===== config.mk =====
export PLATFORM = sky130hd
export DESIGN_NAME = eda_scan_ctrl
export DESIGN_NICKNAME = d
export VERILOG_FILES = /design/src/rtl/eda_scan_ctrl.sv
export SDC_FILE = /design/constraint.sdc
export NUM_CORES = 1
export LEC_CHECK = 0
export BUFFER_PORTS_ARGS = -buffer_cell sky130_fd_sc_hd__buf_2
export CAP_MARGIN = 20
export CORE_ASPECT_RATIO = 1.5
export CORE_MARGIN = 10
export CORE_UTILIZATION = 40
export DETAILED_ROUTE_END_ITERATION = 8
export PLACE_DENSITY = 0.56
export SLEW_MARGIN = 20
export SYNTH_ARGS = -nofsm -noshare
export SYNTH_HDL_FRONTEND = slang
export SYNTH_SLANG_ARGS = --single-unit

===== constraint.sdc =====
create_clock -name clk -period 6.51 [get_ports clk]
set_input_delay 1.302 -clock clk [delete_from_list [all_inputs] [get_ports clk]]
set_output_delay 1.302 -clock clk [all_outputs]
set_load 0.01 [all_outputs]

===== src/rtl/eda_scan_ctrl.sv =====
`default_nettype none
// +----------------------------------------------------------------------------+
// | eda_scan_ctrl: raster-scan sequencer for the regional-maximum flag matrix. |
// | Rev 1.0                                                                    |
// +----------------------------------------------------------------------------+

`ifndef CFG_M
`define CFG_M 4
`endif
`ifndef CFG_N
`define CFG_N 4
`endif
`ifndef CFG_I_WIDTH
`define CFG_I_WIDTH 2
`endif
`ifndef CFG_J_WIDTH
`define CFG_J_WIDTH 2
`endif

module eda_scan_ctrl #(
  parameter int M       = `CFG_M,
  parameter int N       = `CFG_N,
  parameter int I_WIDTH = `CFG_I_WIDTH,
  parameter int J_WIDTH = `CFG_J_WIDTH
) (
  input  logic                       clk,
  input  logic                       reset,
  input  logic                       start,
  input  logic                       rd_ready,
  output logic [I_WIDTH-1:0]         pix_i,
  output logic [J_WIDTH-1:0]         pix_j,
  output logic [I_WIDTH-1:0]         nbr_i,
  output logic [J_WIDTH-1:0]         nbr_j,
  output logic                       clear,
  output logic                       new_pixel,
  output logic                       update_strb,
  output logic [M-1:0][N-1:0]        strb_value,
  output logic                       busy,
  output logic                       done
);

  typedef enum logic [1:0] {
    S_IDLE  = 2'd0,
    S_CLEAR = 2'd1,
    S_SCAN  = 2'd2,
    S_DONE  = 2'd3
  } state_t;

  localparam logic        [I_WIDTH-1:0] LAST_I = I_WIDTH'(M - 1);
  localparam logic        [J_WIDTH-1:0] LAST_J = J_WIDTH'(N - 1);
  localparam logic signed [I_WIDTH:0]   MAX_I  = (I_WIDTH + 1)'(M - 1);
  localparam logic signed [J_WIDTH:0]   MAX_J  = (J_WIDTH + 1)'(N - 1);

  function automatic logic signed [I_WIDTH:0] nbr_row(input logic [I_WIDTH-1:0] pi,
                                                      input logic [2:0] k);
    logic signed [I_WIDTH:0] d;
    case (k)
      3'd0, 3'd1, 3'd2: d = '1;
      3'd3, 3'd4:       d = '0;
      default:          d = (I_WIDTH + 1)'(1);
    endcase
    return $signed({1'b0, pi}) + d;
  endfunction

  function automatic logic signed [J_WIDTH:0] nbr_col(input logic [J_WIDTH-1:0] pj,
                                                      input logic [2:0] k);
    logic signed [J_WIDTH:0] d;
    case (k)
      3'd0, 3'd3, 3'd5: d = '1;
      3'd1, 3'd6:       d = '0;
      default:          d = (J_WIDTH + 1)'(1);
    endcase
    return $signed({1'b0, pj}) + d;
  endfunction

  function automatic logic nbr_ok(input logic [I_WIDTH-1:0] pi,
                                  input logic [J_WIDTH-1:0] pj,
                                  input logic [2:0] k);
    logic signed [I_WIDTH:0] r;
    logic signed [J_WIDTH:0] c;
    r = nbr_row(pi, k);
    c = nbr_col(pj, k);
    return !r[I_WIDTH] && (r <= MAX_I) && !c[J_WIDTH] && (c <= MAX_J);
  endfunction

  // First in-bounds neighbour index >= k0; 8 means none is left.
  function automatic logic [3:0] find_nbr(input logic [I_WIDTH-1:0] pi,
                                          input logic [J_WIDTH-1:0] pj,
                                          input logic [3:0] k0);
    logic [3:0] r;
    r = 4'd8;
    for (int k = 7; k >= 0; k--) begin
      if (4'(k) >= k0 && nbr_ok(pi, pj, 3'(k))) r = 4'(k);
    end
    return r;
  endfunction

  state_t               r_state;
  logic [I_WIDTH-1:0]   r_ci;
  logic [J_WIDTH-1:0]   r_cj;
  logic [2:0]           r_ck;
  logic                 r_fin;

  logic [3:0]              w_next_k;
  logic [3:0]              w_np_k;
  logic                    w_final;
  logic                    w_last_pix;
  logic [I_WIDTH-1:0]      w_np_i;
  logic [J_WIDTH-1:0]      w_np_j;
  logic signed [I_WIDTH:0] w_nr;
  logic signed [J_WIDTH:0] w_nc;
  logic                    w_unused_bits;

  // r_c* is the cursor: the next comparison to be issued, one step ahead of the outputs.
  always_comb begin
    w_next_k   = find_nbr(r_ci, r_cj, {1'b0, r_ck} + 4'd1);
    w_final    = w_next_k[3];
    w_last_pix = (r_ci == LAST_I) && (r_cj == LAST_J);
    if (r_cj == LAST_J) begin
      w_np_i = r_ci + I_WIDTH'(1);
      w_np_j = '0;
    end else begin
      w_np_i = r_ci;
      w_np_j = r_cj + J_WIDTH'(1);
    end
    w_np_k        = find_nbr(w_np_i, w_np_j, 4'd0);
    w_nr          = nbr_row(r_ci, r_ck);
    w_nc          = nbr_col(r_cj, r_ck);
    w_unused_bits = ^{w_np_k[3], w_nr[I_WIDTH], w_nc[J_WIDTH]};
  end

  always_ff @(posedge clk or posedge reset) begin
    if (reset) begin
      r_state     <= S_IDLE;
      r_ci        <= '0;
      r_cj        <= '0;
      r_ck        <= '0;
      r_fin       <= 1'b0;
      pix_i       <= '0;
      pix_j       <= '0;
      nbr_i       <= '0;
      nbr_j       <= '0;
      clear       <= 1'b0;
      new_pixel   <= 1'b0;
      update_strb <= 1'b0;
      strb_value  <= '0;
      busy        <= 1'b0;
      done        <= 1'b0;
    end else begin
      clear       <= 1'b0;
      new_pixel   <= 1'b0;
      update_strb <= 1'b0;
      strb_value  <= '0;
      done        <= 1'b0;
      case (r_state)
        S_IDLE: begin
          if (start) begin
            // Pixel (0,0) always starts at its (0,+1) neighbour.
            r_state <= S_CLEAR;
            clear   <= 1'b1;
            busy    <= 1'b1;
            r_ci    <= '0;
            r_cj    <= '0;
            r_ck    <= 3'd4;
            r_fin   <= 1'b0;
            pix_i   <= '0;
            pix_j   <= '0;
            nbr_i   <= '0;
            nbr_j   <= J_WIDTH'(1);
          end
        end
        S_CLEAR, S_SCAN: begin
          if (r_state == S_SCAN && r_fin) begin
            r_state <= S_DONE;
            done    <= 1'b1;
          end else begin
            r_state <= S_SCAN;
            if (rd_ready) begin
              pix_i <= r_ci;
              pix_j <= r_cj;
              nbr_i <= w_nr[I_WIDTH-1:0];
              nbr_j <= w_nc[J_WIDTH-1:0];
              if (w_final) begin
                update_strb            <= 1'b1;
                strb_value[r_ci][r_cj] <= 1'b1;
                if (w_last_pix) begin
                  r_fin <= 1'b1;
                end else begin
                  r_ci <= w_np_i;
                  r_cj <= w_np_j;
                  r_ck <= w_np_k[2:0];
                end
              end else begin
                new_pixel <= 1'b1;
                r_ck      <= w_next_k[2:0];
              end
            end
          end
        end
        S_DONE: begin
          r_state <= S_IDLE;
          busy    <= 1'b0;
        end
        default: r_state <= S_IDLE;
      endcase
    end
  end

endmodule
`default_nettype wire


==> results by stage, run 1 <==
Drt:
- The first-pass iteration count of the detailed router is 4.
- The number of vias per cell is 5.363.
- The aggregate routed wire length is 4832 um.
- The remaining number of nets flagged by the antenna check after routing is 0.
- In the final routed layout, each cell accounts on average for between 15 and 20 um.
- The number of vias in the routed layout is 1,625.
- In the routed design, unresolved DRC markers number 0.
- The count of routing violations after the opening detailed-route iteration is 58.

GRT:
- The overall global routing resource usage is 11.45%.
- Entering global routing, the biggest net connects 40 pins.
- The number of antenna violations at the first check in global routing is 0.
- The wire length of the first global-routing pass is between 7000 and 8000 um.
- The number of global-route vias before repair is around 1,600.
- For this run the aggregate overflow at the end of global routing stands at 0.

Worst setup path:
- The logic depth of the worst register-to-register path is 6.
- The worst reg2reg path startpoint is r_cj[0]$_DFFE_PP0P_.
- The flop-to-flop setup slack is 3.59 ns.
- Data on the critical path arrives at its endpoint at a little over 3 ns.
- The critical path in this run is classified as in2reg.
- The startpoint type of the worst setup path is an input pin.
- The data required time at the worst endpoint is 6.70 ns.
- STA classifies the critical path endpoint as a flop.
- In this run the critical register-to-register path is captured at r_fin$_DFFE_PP0P_.
- The maximum fanout along the worst path is 14.

Synth:
- In the synthesized netlist, the cells that appear most often are sky130_fd_sc_hd__dfrtp_1 (39), sky130_fd_sc_hd__ha_1 (24), sky130_fd_sc_hd__and3_1 (17).
- The count of distinct cell types in the synthesized netlist is 50.
- The synthesis warning total is 0.
- The most used flip-flop cell after synthesis is sky130_fd_sc_hd__dfrtp_1.
- Yosys attributes the largest share of cell area to sky130_fd_sc_hd__dfrtp_1 (45%), sky130_fd_sc_hd__ha_1 (14%), sky130_fd_sc_hd__and3_1 (4.9%).
- The most used standard cell by instance count after synthesis is sky130_fd_sc_hd__dfrtp_1.
- The largest total area in the synthesized netlist belongs to sky130_fd_sc_hd__dfrtp_1.
- The synthesized design contains 0 enable-type register cells.
- The average instance in the mapped netlist occupies 10.81 sq um.
- The flip-flop and latch count after synthesis is 39.
- The fraction of synthesis flops using an asynchronous set or reset pin is 100.0%.
- Counting every net in the synthesized netlist gives 229.
- The cell area that synthesis handed to floorplanning was 0.002173 sq mm.
- After synthesis, flip-flops and latches occupy approximately 45% of the total area.
- The share of the synthesized area in the top cell type is about 45%.
- The instance count of the mapped netlist is roughly 200.

Clock network:
- At the later pin of the worst-skew pair, clock insertion delay measures 0.30 ns.
- The deepest clock path buffer count is 2.
- CTS built an H-tree with a depth of 2.
- The TritonCTS clock tree is built.
- For this design, the CTS-stage hold fixing added 0 buffers.
- Counting every sink on the clock net gives 39.
- The root buffer cell chosen for the clock tree is sky130_fd_sc_hd__clkbuf_8.
- TritonCTS created 5 clock buffers.
- Buffers added to address setup during post-CTS repair amount to 0.
- The number of gates resized after cts is 0.
- The clock-pin transition on the worst setup and hold timing paths is 0.07 ns.

Layout:
- At the end of the flow, the number of nets in the layout was 262.
- The post-route netlist has 20.43% of its cells at a drive strength greater than 1.
- After routing the design area is 0.002470 sq mm.
- After filler insertion, the fill cell instance count of the layout stands at 503.
- The total inserted antenna cells is 0.
- Relative to the synthesized area, the layout overhead comes to 13.64%.

STA:
- In the finished design, the share of the clock period the worst path needs comes to about 45%.
- The measured slew at the worst slew-check pin is 0.6131 ns.
- The number of pins with negative max-slew slack in the final report is 0.
- Setup violations remaining at the end of the flow were counted as 0.
- The final number of hold-violating endpoints came to 0.
- The headroom to the max-slew limit is 58.81%.
- The clock period minus worst slack is between 2 and 3 ns.
- The worst setup skew after layout is ~0.0078 ns.
- The final hold slack is about 0.49 ns.
- The final worst-path setup slack is 3.589 ns.
- Setup repair after global routing left no endpoint under its margin.
- The fmax is around 0.34 GHz.
- The accumulated negative setup slack is 0 ns.

Floorplan:
- For this configuration, the core starts out at a cell density of between 40% and 50%.
- The placeable core region is 0.005205 sq mm.
- The number of cell rows is 32.
- The y dimension of the die is 110.3 um.
- In this run the horizontal extent of the chip is 80.19 um.
- The top-level port count is 33.
- The die covers 0.008842 sq mm.

Placement:
- The worst setup slack after placement is 3.276 ns.
- The half-perimeter wire length after detailed placement is 3657 um.
- The total cell area at the placement stage is 0.002389 sq mm.
- The number of buffers inserted by port buffering is 32.
- The routability-driven placement congestion ratio is 0.9008.

Pwr:
- The total power of the final layout is roughly 1.3 mW.
- The ratio of total power to cell area is 511.5 mW/mm^2.
- VDD sags by at most 0.0001872 V.
- The analysis attributes to cell leakage a power of between 1 and 1.5 nW.

Min path:
- The endpoint of the worst hold-timing path is busy$_DFFE_PP0P_.
- Along the worst hold path, the cell count comes to 2.
- The beginning of the worst hold path is busy$_DFFE_PP0P_.
- The path class of the tightest hold or removal check is reg2reg.

Job:
- Max-cap violations in this run came to 0.

Status:
- The flow ran to the end, and the final reports show no timing, DRC or antenna violations.
worst max-delay path, cell delays in order:
cell and delay [ns]:
sky130_fd_sc_hd__buf_2 0.08, sky130_fd_sc_hd__nand2b_1 0.19, sky130_fd_sc_hd__and4_1 0.52, sky130_fd_sc_hd__nor2_1 0.27
sky130_fd_sc_hd__a31oi_1 0.36, sky130_fd_sc_hd__mux2_2 0.38
flip-flops by register name, summed over array words and instances, names as in the netlist, 2 cells and up:
register and flops:
r_ci 2, nbr_j 2, r_state 2, pix_i 2
r_cj 2, r_ck 3, pix_j 2, strb_value 16
nbr_i 2
worst max-delay path by stage:
stage | startpoint | to | cells after the start
6_report | start | r_ck[2]$_DFFE_PP0P_ | 6
4_1_cts | start | r_ck[2]$_DFFE_PP0P_ | 6
3_3_place_gp | start | r_ck[2]$_DFFE_PP0P_ | 6
5_1_grt | start | r_ck[2]$_DFFE_PP0P_ | 6
2_1_floorplan | start | r_ck[0]$_DFFE_PP0P_ | 6
3_5_place_dp | start | r_ck[0]$_DFFE_PP0P_ | 6
layout make-up:
| class | count | area (sq um) | share of cell area (%) |
|---|---|---|---|
| clock buffer | 7 | 76.32 | 3.090 |
| timing repair buffer | 33 | 167.7 | 6.788 |
| multi-input combinational | 140 | 1104 | 44.68 |
| sequential | 39 | 975.9 | 39.51 |
| clock inverter | 1 | 5.005 | 0.2026 |
| inverter | 15 | 56.30 | 2.280 |
| tap | 68 | 85.08 | 3.445 |
cell families after synthesis:
logic type | share of synthesized area, %
AO/OA/AOI/OAI | 17.62
XOR/XNOR | 1.612
adder cells (fa/ha/maj) | 13.82
buffers and inverters | 4.318
flip-flops | 44.91
multiplexers | 1.497
AND/OR/NAND/NOR | 16.23
layout by cell type, fill, tap and decap left out, types with 3 or more instances in the layout:
cell type	count
sky130_fd_sc_hd__nor3_1	3
sky130_fd_sc_hd__buf_2	32
sky130_fd_sc_hd__a31oi_1	4
sky130_fd_sc_hd__dfrtp_1	39
sky130_fd_sc_hd__xnor2_1	3
sky130_fd_sc_hd__and3_1	17
sky130_fd_sc_hd__ha_1	24
sky130_fd_sc_hd__nor2_1	12
sky130_fd_sc_hd__o21ai_0	4
sky130_fd_sc_hd__a22o_1	7
sky130_fd_sc_hd__o221ai_1	4
sky130_fd_sc_hd__o211ai_1	4
sky130_fd_sc_hd__a21oi_1	5
sky130_fd_sc_hd__inv_1	15
sky130_fd_sc_hd__nand3_1	3
sky130_fd_sc_hd__clkbuf_8	5
sky130_fd_sc_hd__nand2_1	8
where the power goes:
part	leakage, nW	switching (mW)	internal (mW)
combinational	0.768	0.425	0.297
sequential	0.507	0.0746	0.310
clock	0.0422	0.0822	0.0752
total	1.32	0.581	0.682
routing by layer:
layer / GRT usage [%] / part of all wire [%] / vias up
met1: 12.44 / 41 / 778
met2: 20.48 / 52 / 42
met4: 5.556 / 2.2 / 0
met3: 2.431 / 5.3 / 9
met5: 0 / 0 / -
li1: - / - / 796
metrics by stage:
step / util, % / cells
after floorplan: - / 201
after global routing: 47.45 / 303
after detailed placement: 45.89 / 295
after global placement: 45.89 / 295
final: 47.45 / 303
after CTS: 47.45 / 303
Power figures use the tool's default switching activity.
==> run 2, diff against run 1 <==
==> constraint.sdc (replaced) <==
create_clock -name clk -period 2.8 [get_ports clk]
set_input_delay 0.56 -clock clk [delete_from_list [all_inputs] [get_ports clk]]
set_output_delay 0.56 -clock clk [all_outputs]
set_load 0.01 [all_outputs]
==> run 2 against run 1 <==
Compared with the run above:
- clock power grew to 3.1 times the previous value
- critical path type is now reg2reg
- utilization increased by 3.3 points
- design area is 6.9% higher
- highest routed layer unchanged
- via count rose by 2.6%
- sequential share of layout area is 2.5 points lower
- final cell count up 5.3%
- global-route usage increased by 0.48 points
- clock-buffer cell count down 1
==> results by stage, run 2 (same netlist as run 1, synthesis figures left out) <==
GRT:
- The number of antenna violations at the first check in global routing was 0 (unchanged).
- The number of global-route vias before repair came to 1,716 (+7.5%).
- The pin count of the biggest net entering global routing is 40 (unchanged).
- The total grt overflow is 0 (unchanged).
- The overall global routing resource usage is 11.93% (+0.48 points).
- The wire length of the first global-routing pass came to 8307 um (+5.1%).

Worst setup path:
- For this design, the slowest cell found on the critical path is sky130_fd_sc_hd__a2111o_1.
- The maximum fanout along the worst path is 6 (-8).
- The capturing point of the worst reg2reg path is r_fin$_DFFE_PP0P_.
- Counting stages on the worst path, the most repeated cell is sky130_fd_sc_hd__ha_1.
- STA classifies the critical path startpoint as a flop.
- The endpoint kind of the worst setup timing path is a flop.
- The critical path goes through ha_1 -> ha_1 -> nand2b_4 -> a2111o_1 -> a221o_2 -> buf_12 -> a211oi_2 -> o22a_1.
- The data arrival time at the worst-slack endpoint is 2.90 ns (-0.21 ns).
- The logic depth of the worst register-to-register path is 8 (+2).
- The data required time at the worst endpoint is 3.04 ns (-3.66 ns).
- The worst reg2reg path startpoint is r_ck[1]$_DFFE_PP0P_.
- The flop-to-flop setup slack was 0.14 ns (-3.45 ns).
- The largest incremental delay on the critical path is 0.46 ns (-0.06 ns).
- The setup path with the least slack is of type reg2reg.

STA:
- The headroom to the max-slew limit is 67.16% (+8.4 points).
- The final worst-path setup slack is 0.1402 ns (-3.449 ns).
- The number of pins with negative max-slew slack in the final report is 0 (unchanged).
- Setup repair after global routing left no endpoint under its margin.
- Counting I/O delays and the setup requirement, the final critical path takes 2.660 ns.
- The measured slew at the worst slew-check pin came to 0.4926 ns (-0.1206 ns).
- The final hold slack is 0.3710 ns (-0.1182 ns).
- The worst setup skew after layout came to 0.005034 ns (-0.002744 ns).
- The period utilization is 94.99%.
- Derived from the worst setup path, the maximum achievable clock frequency is 0.3760 GHz.
- The count of endpoints failing setup in the final report came to 0 (unchanged).
- The accumulated negative setup slack is 0 ns (unchanged).
- The final number of hold-violating endpoints is 0 (unchanged).

Layout:
- The fraction of layout cells with a size suffix above 1 is 26.69% (+6.3 points).
- The top register by number of flip-flops is strb_value.
- The flip-flop count of the largest register, all copies and words added is 16 (unchanged).
- The fill cell total of the finished layout is 508 (+0.99%).
- The area growth from synthesis to layout is 21.47%.
- In the layout the commonest cells are sky130_fd_sc_hd__dfrtp_1 (39), sky130_fd_sc_hd__buf_2 (32), sky130_fd_sc_hd__ha_1 (24), sky130_fd_sc_hd__and3_1 (17), sky130_fd_sc_hd__buf_4 (16).
- The number of nets in the layout is 278 (+6.1%).
- The largest registers in the layout are strb_value: 16 flops, r_ck: 3 flops.
- The total inserted antenna cells was 0 (unchanged).
- The register area is 975.9 sq um (unchanged).
- The library cell used most frequently in the layout, excluding fill and tap cells, is sky130_fd_sc_hd__dfrtp_1.
- The multi-input logic area is 0.001105 sq mm (+0.11%).
- The final instance count without filler cells is 319 (+5.3%).

Clock network:
- The number of hold-repair buffers added at the cts stage is 0 (unchanged).
- The deepest clock path buffer count is 2 (unchanged).
- The TritonCTS clock tree is built.
- The clock-pin transition on the worst setup and hold timing paths is 0.08 ns (about the same).
- The number of H-tree levels was 2 (unchanged).
- Clock tree synthesis selected as its root buffer the cell sky130_fd_sc_hd__clkbuf_8.
- The number of buffers added by the clock tree synthesis step is 5 (unchanged).
- The source-to-sink clock delay at the later pin of the worst-skew pair is 0.29 ns (about the same).
- The clock sink total came to 39 (unchanged).

Drt:
- The aggregate routed wire length is 5016 um (+3.8%).
- The number of vias per cell came to 5.226 (-2.6%).
- The number of remaining DRC errors was 0 (unchanged).
- The remaining number of nets flagged by the antenna check after routing is 0 (unchanged).
- The count of routing violations after the opening detailed-route iteration is 116 (+100%).
- The number of vias in the routed layout is 1,667 (+2.6%).
- The detail-routed net length per standard cell is 15.72 um (-1.4%).
- The first-pass iteration count of the detailed router is 5 (+1).

Floorplan:
- The width of the die is 80.19 um (unchanged).
- The top-level port count is 33 (unchanged).
- The initial core utilization is 41.75% (unchanged).
- The y dimension of the die is 110.3 um (unchanged).
- The number of cell rows was 32 (unchanged).
- The die footprint is 0.008842 sq mm (unchanged).
- The placeable core region was 0.005205 sq mm (unchanged).

Placement:
- The worst setup slack after placement is 0.08897 ns (-3.187 ns).
- The number of buffers inserted by port buffering came to 32 (unchanged).
- The number of placed instances, taps included is 309 (+4.7%).
- The half-perimeter wire length after detailed placement came to 3844 um (+5.1%).
- The routability-driven placement congestion ratio is 0.8347 (-7.3%).

Pwr:
- The reported leakage power is 1.420 nW (+7.8%).
- The peak supply drop is 0.0004668 V (+150%).
- The ratio of total power to cell area is 1252 mW/mm^2 (+140%).

Status:
- The run finished with clean final reports.

Min path:
- The tightest min-delay check is of the in2async type.

Job:
- The count of max-cap constraint violations was 0 (unchanged).
run 2: changes by cell type in the layout (fill, tap and decap cells not counted), sizes merged:
cell    before  now
buf         33   49
bufinv       0    1
clkbuf       7    6
run 2: power breakdown:
group          switching, mW  internal (mW)
Clock                  0.197          0.288
Sequential            0.0809          0.722
Combinational           1.13          0.887
run 2: worst max-delay path by stage:
stage,endpoint,start
global route,r_fin$_DFFE_PP0P_,r_ck[0]$_DFFE_PP0P_
detailed placement,r_ci[0]$_DFFE_PP0P_,r_ck[1]$_DFFE_PP0P_
global placement,r_ci[1]$_DFFE_PP0P_,r_ck[1]$_DFFE_PP0P_
floorplan,r_ci[0]$_DFFE_PP0P_,r_ck[0]$_DFFE_PP0P_
finish,r_fin$_DFFE_PP0P_,r_ck[1]$_DFFE_PP0P_
CTS,r_ci[0]$_DFFE_PP0P_,r_ck[0]$_DFFE_PP0P_
run 2: metal layers:
metal	wire length (um)	share of wire [%]	global-route usage [%]	vias up
li1	-	-	-	821
met1	1913	38	12.43	800
met2	2689	54	21.75	38
met3	281	5.6	2.512	8
met4	131	2.6	6.313	0
met5	0	0	0	-
run 2: metrics by stage:
stage / power [mW] / instance area, sq um / util (%)
after global placement: 2.750 / 2494 / 47.91
after global routing: 3.593 / 2640 / 50.72
final: 3.304 / 2640 / 50.72
after floorplan: 2.171 / 2173 / -
after detailed placement: 2.758 / 2494 / 47.91
after CTS: 3.264 / 2611 / 50.17
run 2: cell type report:
cell class	instances	area share (%)
clock buffer	6	3.128
clock inverter	2	1.327
inverter	15	2.133
multi-input combinational	140	41.85
sequential	39	36.97
tap	68	3.223
timing repair buffer	49	11.37
run 2: worst max-delay path: cells and delay by family, from the launching register on:
| family | cells | cell delay (ns) |
|---|---|---|
| AO/OA/AOI/OAI | 4 | 1.27 |
| adder cells (fa/ha/maj) | 2 | 0.55 |
| buffers and inverters | 1 | 0.16 |
| flip-flops | 1 | 0.45 |
| AND/OR/NAND/NOR | 1 | 0.17 |
run 2: what timing repair did:
| item | in CTS | in global routing |
|---|---|---|
| gates resized for setup | 0 | 1 |
| setup buffers | 0 | 2 |
| endpoints found under the setup margin | 0 | 3 |
==> run 3, diff against run 2 <==
--- a/config.mk
+++ b/config.mk
@@ -11,8 +11,8 @@
 export CORE_MARGIN = 10
 export CORE_UTILIZATION = 40
 export DETAILED_ROUTE_END_ITERATION = 8
-export PLACE_DENSITY = 0.56
-export SLEW_MARGIN = 20
+export PLACE_DENSITY_LB_ADDON = 0.25
+export SLEW_MARGIN = 15
 export SYNTH_ARGS = -nofsm -noshare
 export SYNTH_HDL_FRONTEND = slang
 export SYNTH_SLANG_ARGS = --single-unit
==> run 3 against run 2 <==
Compared with the run above:
- largest cell class unchanged
- utilization shrank 0.67 points
- global-route usage shrank 0.60 points
- sequential cell count is the same
- register-to-register slack lost 0.03 ns
- maximum frequency shrank 0.93%
- die area is the same
- design area shrank 1.3%
- critical endpoint is now r_ci[1]$_DFFE_PP0P_
- non-clock buffer count shrank 3
- first-iteration DRC count shrank 32%
- clock-buffer cell count is the same
- clock power is essentially flat
==> results by stage, run 3 (same netlist as run 1, synthesis figures left out) <==
Status:
- The flow ran to the end, and the final reports show no timing, DRC or antenna violations.

Floorplan:
- The placeable core region is 0.005205 sq mm (unchanged).
- The die footprint is 0.008842 sq mm (unchanged).
- The top-level port count is 33 (unchanged).
- The width of the die is 80.19 um (unchanged).
- The number of cell rows is 32 (unchanged).
- The y dimension of the die is 110.3 um (unchanged).
- The initial core utilization is 41.75% (unchanged).

Clock network:
- The clock-pin transition on the worst setup and hold timing paths is 0.08 ns (about the same).
- The source-to-sink clock delay at the later pin of the worst-skew pair was 0.30 ns (about the same).
- The number of buffers added by the clock tree synthesis step was 5 (unchanged).
- The TritonCTS clock tree is built.
- The clock sink total came to 39 (unchanged).
- The deepest clock path buffer count is 2 (unchanged).
- The number of hold-repair buffers added at the cts stage is 0 (unchanged).
- The root buffer cell is sky130_fd_sc_hd__clkbuf_8.
- The number of H-tree levels is 2 (unchanged).

STA:
- The accumulated negative setup slack came to 0 ns (unchanged).
- The headroom to the max-slew limit is 67.57% (+0.41 points).
- The number of pins with negative max-slew slack in the final report came to 0 (unchanged).
- The count of endpoints failing setup in the final report is 0 (unchanged).
- The clock period minus worst slack came to 2.685 ns (+0.02501 ns).
- The final number of hold-violating endpoints came to 0 (unchanged).
- The period utilization is 95.88% (+0.89 points).
- The measured slew at the worst slew-check pin is 0.4865 ns (-0.006083 ns).
- The fmax came to 0.3725 GHz (-0.93%).
- Setup repair after global routing left no endpoint under its margin.
- The worst setup skew after layout came to 0.005652 ns (+0.0006182 ns).
- The final hold slack was 0.3716 ns (+0.0006510 ns).

Placement:
- The total cell area at the placement stage is 0.002486 sq mm (-0.30%).
- The half-perimeter wire length after detailed placement is 3765 um (-2.0%).
- The number of buffers inserted by port buffering was 32 (unchanged).
- The routability-driven placement congestion ratio is 0.9047 (+8.4%).

Layout:
- In the final layout, the registers with the most flip-flops are strb_value: 16 flops, r_ck: 3 flops.
- The commonest non-fill, non-tap cell in the layout is sky130_fd_sc_hd__dfrtp_1.
- The fill cell total of the finished layout was 497 (-2.2%).
- The final design instance area without fill is 0.002605 sq mm (-1.3%).
- The fraction of layout cells with a size suffix above 1 is 25.81% (-0.89 points).
- In the layout the commonest cells are sky130_fd_sc_hd__dfrtp_1 (39), sky130_fd_sc_hd__buf_2 (32), sky130_fd_sc_hd__ha_1 (24), sky130_fd_sc_hd__and3_1 (17), sky130_fd_sc_hd__inv_1 (15).
- The register with the most flip-flops in the final layout is strb_value.
- The total inserted antenna cells is 0 (unchanged).
- The area growth from synthesis to layout is 19.86%.
- The number of nets in the layout was 275 (-1.1%).
- The flip-flop count of the largest register, all copies and words added was 16 (unchanged).

Drt:
- The detail-routed net length per standard cell is 15.28 um (-2.9%).
- The number of remaining DRC errors was 0 (unchanged).
- The aggregate routed wire length is 4827 um (-3.8%).
- The first-pass iteration count of the detailed router is 4 (-1).
- The count of routing violations after the opening detailed-route iteration is 79 (-32%).
- The remaining number of nets flagged by the antenna check after routing came to 0 (unchanged).
- The number of vias per cell is 5.263 (+0.71%).
- The number of vias in the routed layout came to 1,663 (-0.24%).

Pwr:
- The reported leakage power is 1.400 nW (-1.4%).
- The ratio of total power to cell area is 1228 mW/mm^2 (-1.8%).
- The power share of the combinational group is 59.2% (-1.8 points).
- The part of the total power dissipated in the clock network is 15.2% (+0.5 points).
- The switching share of total power is 42.95% (+0.37 points).
- The sequential power share is 25.6% (+1.3 points).
- The peak supply drop came to 0.0005383 V (+15%).
- The total power of the final layout is 3.200 mW (-3.2%).
- The design internal power is 1.825 mW (-3.8%).
- The net switching power came to 1.375 mW (-2.3%).

Worst setup path:
- The startpoint type of the worst setup path is a flop.
- In this run the critical register-to-register path is captured at r_ci[1]$_DFFE_PP0P_.
- The logic depth of the worst register-to-register path was 7 (-1).
- The data arrival time at the worst-slack endpoint is 2.90 ns (about the same).
- The data required time at the worst endpoint is 3.01 ns (-0.03 ns).
- The setup path with the least slack is of type reg2reg.
- STA classifies the critical path endpoint as a flop.
- The worst register-to-register path begins at r_ck[1]$_DFFE_PP0P_.
- The maximum fanout along the worst path is 10 (+4).
- The largest incremental delay on the critical path is 0.53 ns (+0.07 ns).
- The cell type of the slowest stage on the worst timing path is sky130_fd_sc_hd__a221o_2.
- Traced cell by cell, the critical path runs through ha_1 -> ha_1 -> nand2b_4 -> a2111o_1 -> a221o_2 -> or2_1 -> o221ai_1.
- The flop-to-flop setup slack is 0.12 ns (-0.03 ns).
- The cell with the most instances on the worst path is sky130_fd_sc_hd__ha_1.

GRT:
- The overall global routing resource usage is 11.33% (-0.60 points).
- The wire length of the first global-routing pass is 7907 um (-4.8%).
- The total grt overflow was 0 (unchanged).
- The pin count of the biggest net entering global routing is 40 (unchanged).
- The number of global-route vias before repair is 1,697 (-1.1%).
- The number of antenna violations at the first check in global routing was 0 (unchanged).

Min path:
- The worst hold-check path type is in2async.

Job:
- The count of max-cap constraint violations is 0 (unchanged).
-- run 3: metrics by stage --
step,cells,setup WS [ns],utilization (%)
6_report,316,0.1152,50.05
5_1_grt,316,0.03064,50.05
4_1_cts,316,0.05383,50.02
3_5_place_dp,308,0.07219,47.76
3_3_place_gp,308,0.1338,47.76
2_1_floorplan,201,0.2933,-
-- run 3: repair_timing --
action | in CTS | in global routing
resized for setup | 0 | 1
endpoints found under the setup margin | 0 | 3
setup buffers | 0 | 0
-- run 3: worst max-delay path by stage --
| stage | from | cells past startpoint | to |
|---|---|---|---|
| 2_1_floorplan | r_ck[0]$_DFFE_PP0P_ | 8 | r_ci[0]$_DFFE_PP0P_ |
| 3_3_place_gp | r_ck[1]$_DFFE_PP0P_ | 7 | r_ci[1]$_DFFE_PP0P_ |
| 3_5_place_dp | r_ck[1]$_DFFE_PP0P_ | 7 | r_ci[0]$_DFFE_PP0P_ |
| 4_1_cts | r_ck[0]$_DFFE_PP0P_ | 7 | r_ci[0]$_DFFE_PP0P_ |
| 5_1_grt | r_ck[0]$_DFFE_PP0P_ | 7 | r_ci[0]$_DFFE_PP0P_ |
| 6_report | r_ck[1]$_DFFE_PP0P_ | 7 | r_ci[1]$_DFFE_PP0P_ |
-- run 3: worst max-delay path: cells and delay by family, from the launching register on --
family | cells | cell delay (ns)
AOI/OAI and AO/OA | 3 | 1.15
and+or+nand+nor | 2 | 0.45
adders and majority gates | 2 | 0.55
DFF | 1 | 0.45
-- run 3: power by group through the flow --
stage / clock network [mW] / registers (mW) / logic (mW)
3_5_place_dp: 0 / 0.832 / 1.90
4_1_cts: 0.500 / 0.820 / 1.91
5_1_grt: 0.518 / 0.840 / 2.10
2_1_floorplan: 0 / 0.894 / 1.28
3_3_place_gp: 0 / 0.826 / 1.88
6_report: 0.487 / 0.818 / 1.90
-- run 3: area by class of cell --
class                      instances  area, sq um  area share, %
multi-input combinational        140         1105          42.41
clock buffer                       6        82.58          3.170
inverter                          15        56.30          2.161
clock inverter                     2        35.03          1.345
sequential                        39        975.9          37.46
tap                               68        85.08          3.266
timing repair buffer              46        265.3          10.18
-- run 3: routing by layer --
layer / routed length, um / GRT usage, % / share of wire [%]
met1: 1746 / 10.74 / 36
met2: 2674 / 21.17 / 55
met3: 224 / 2.755 / 4.6
met5: 0 / 0 / 0
met4: 181 / 7.071 / 3.7
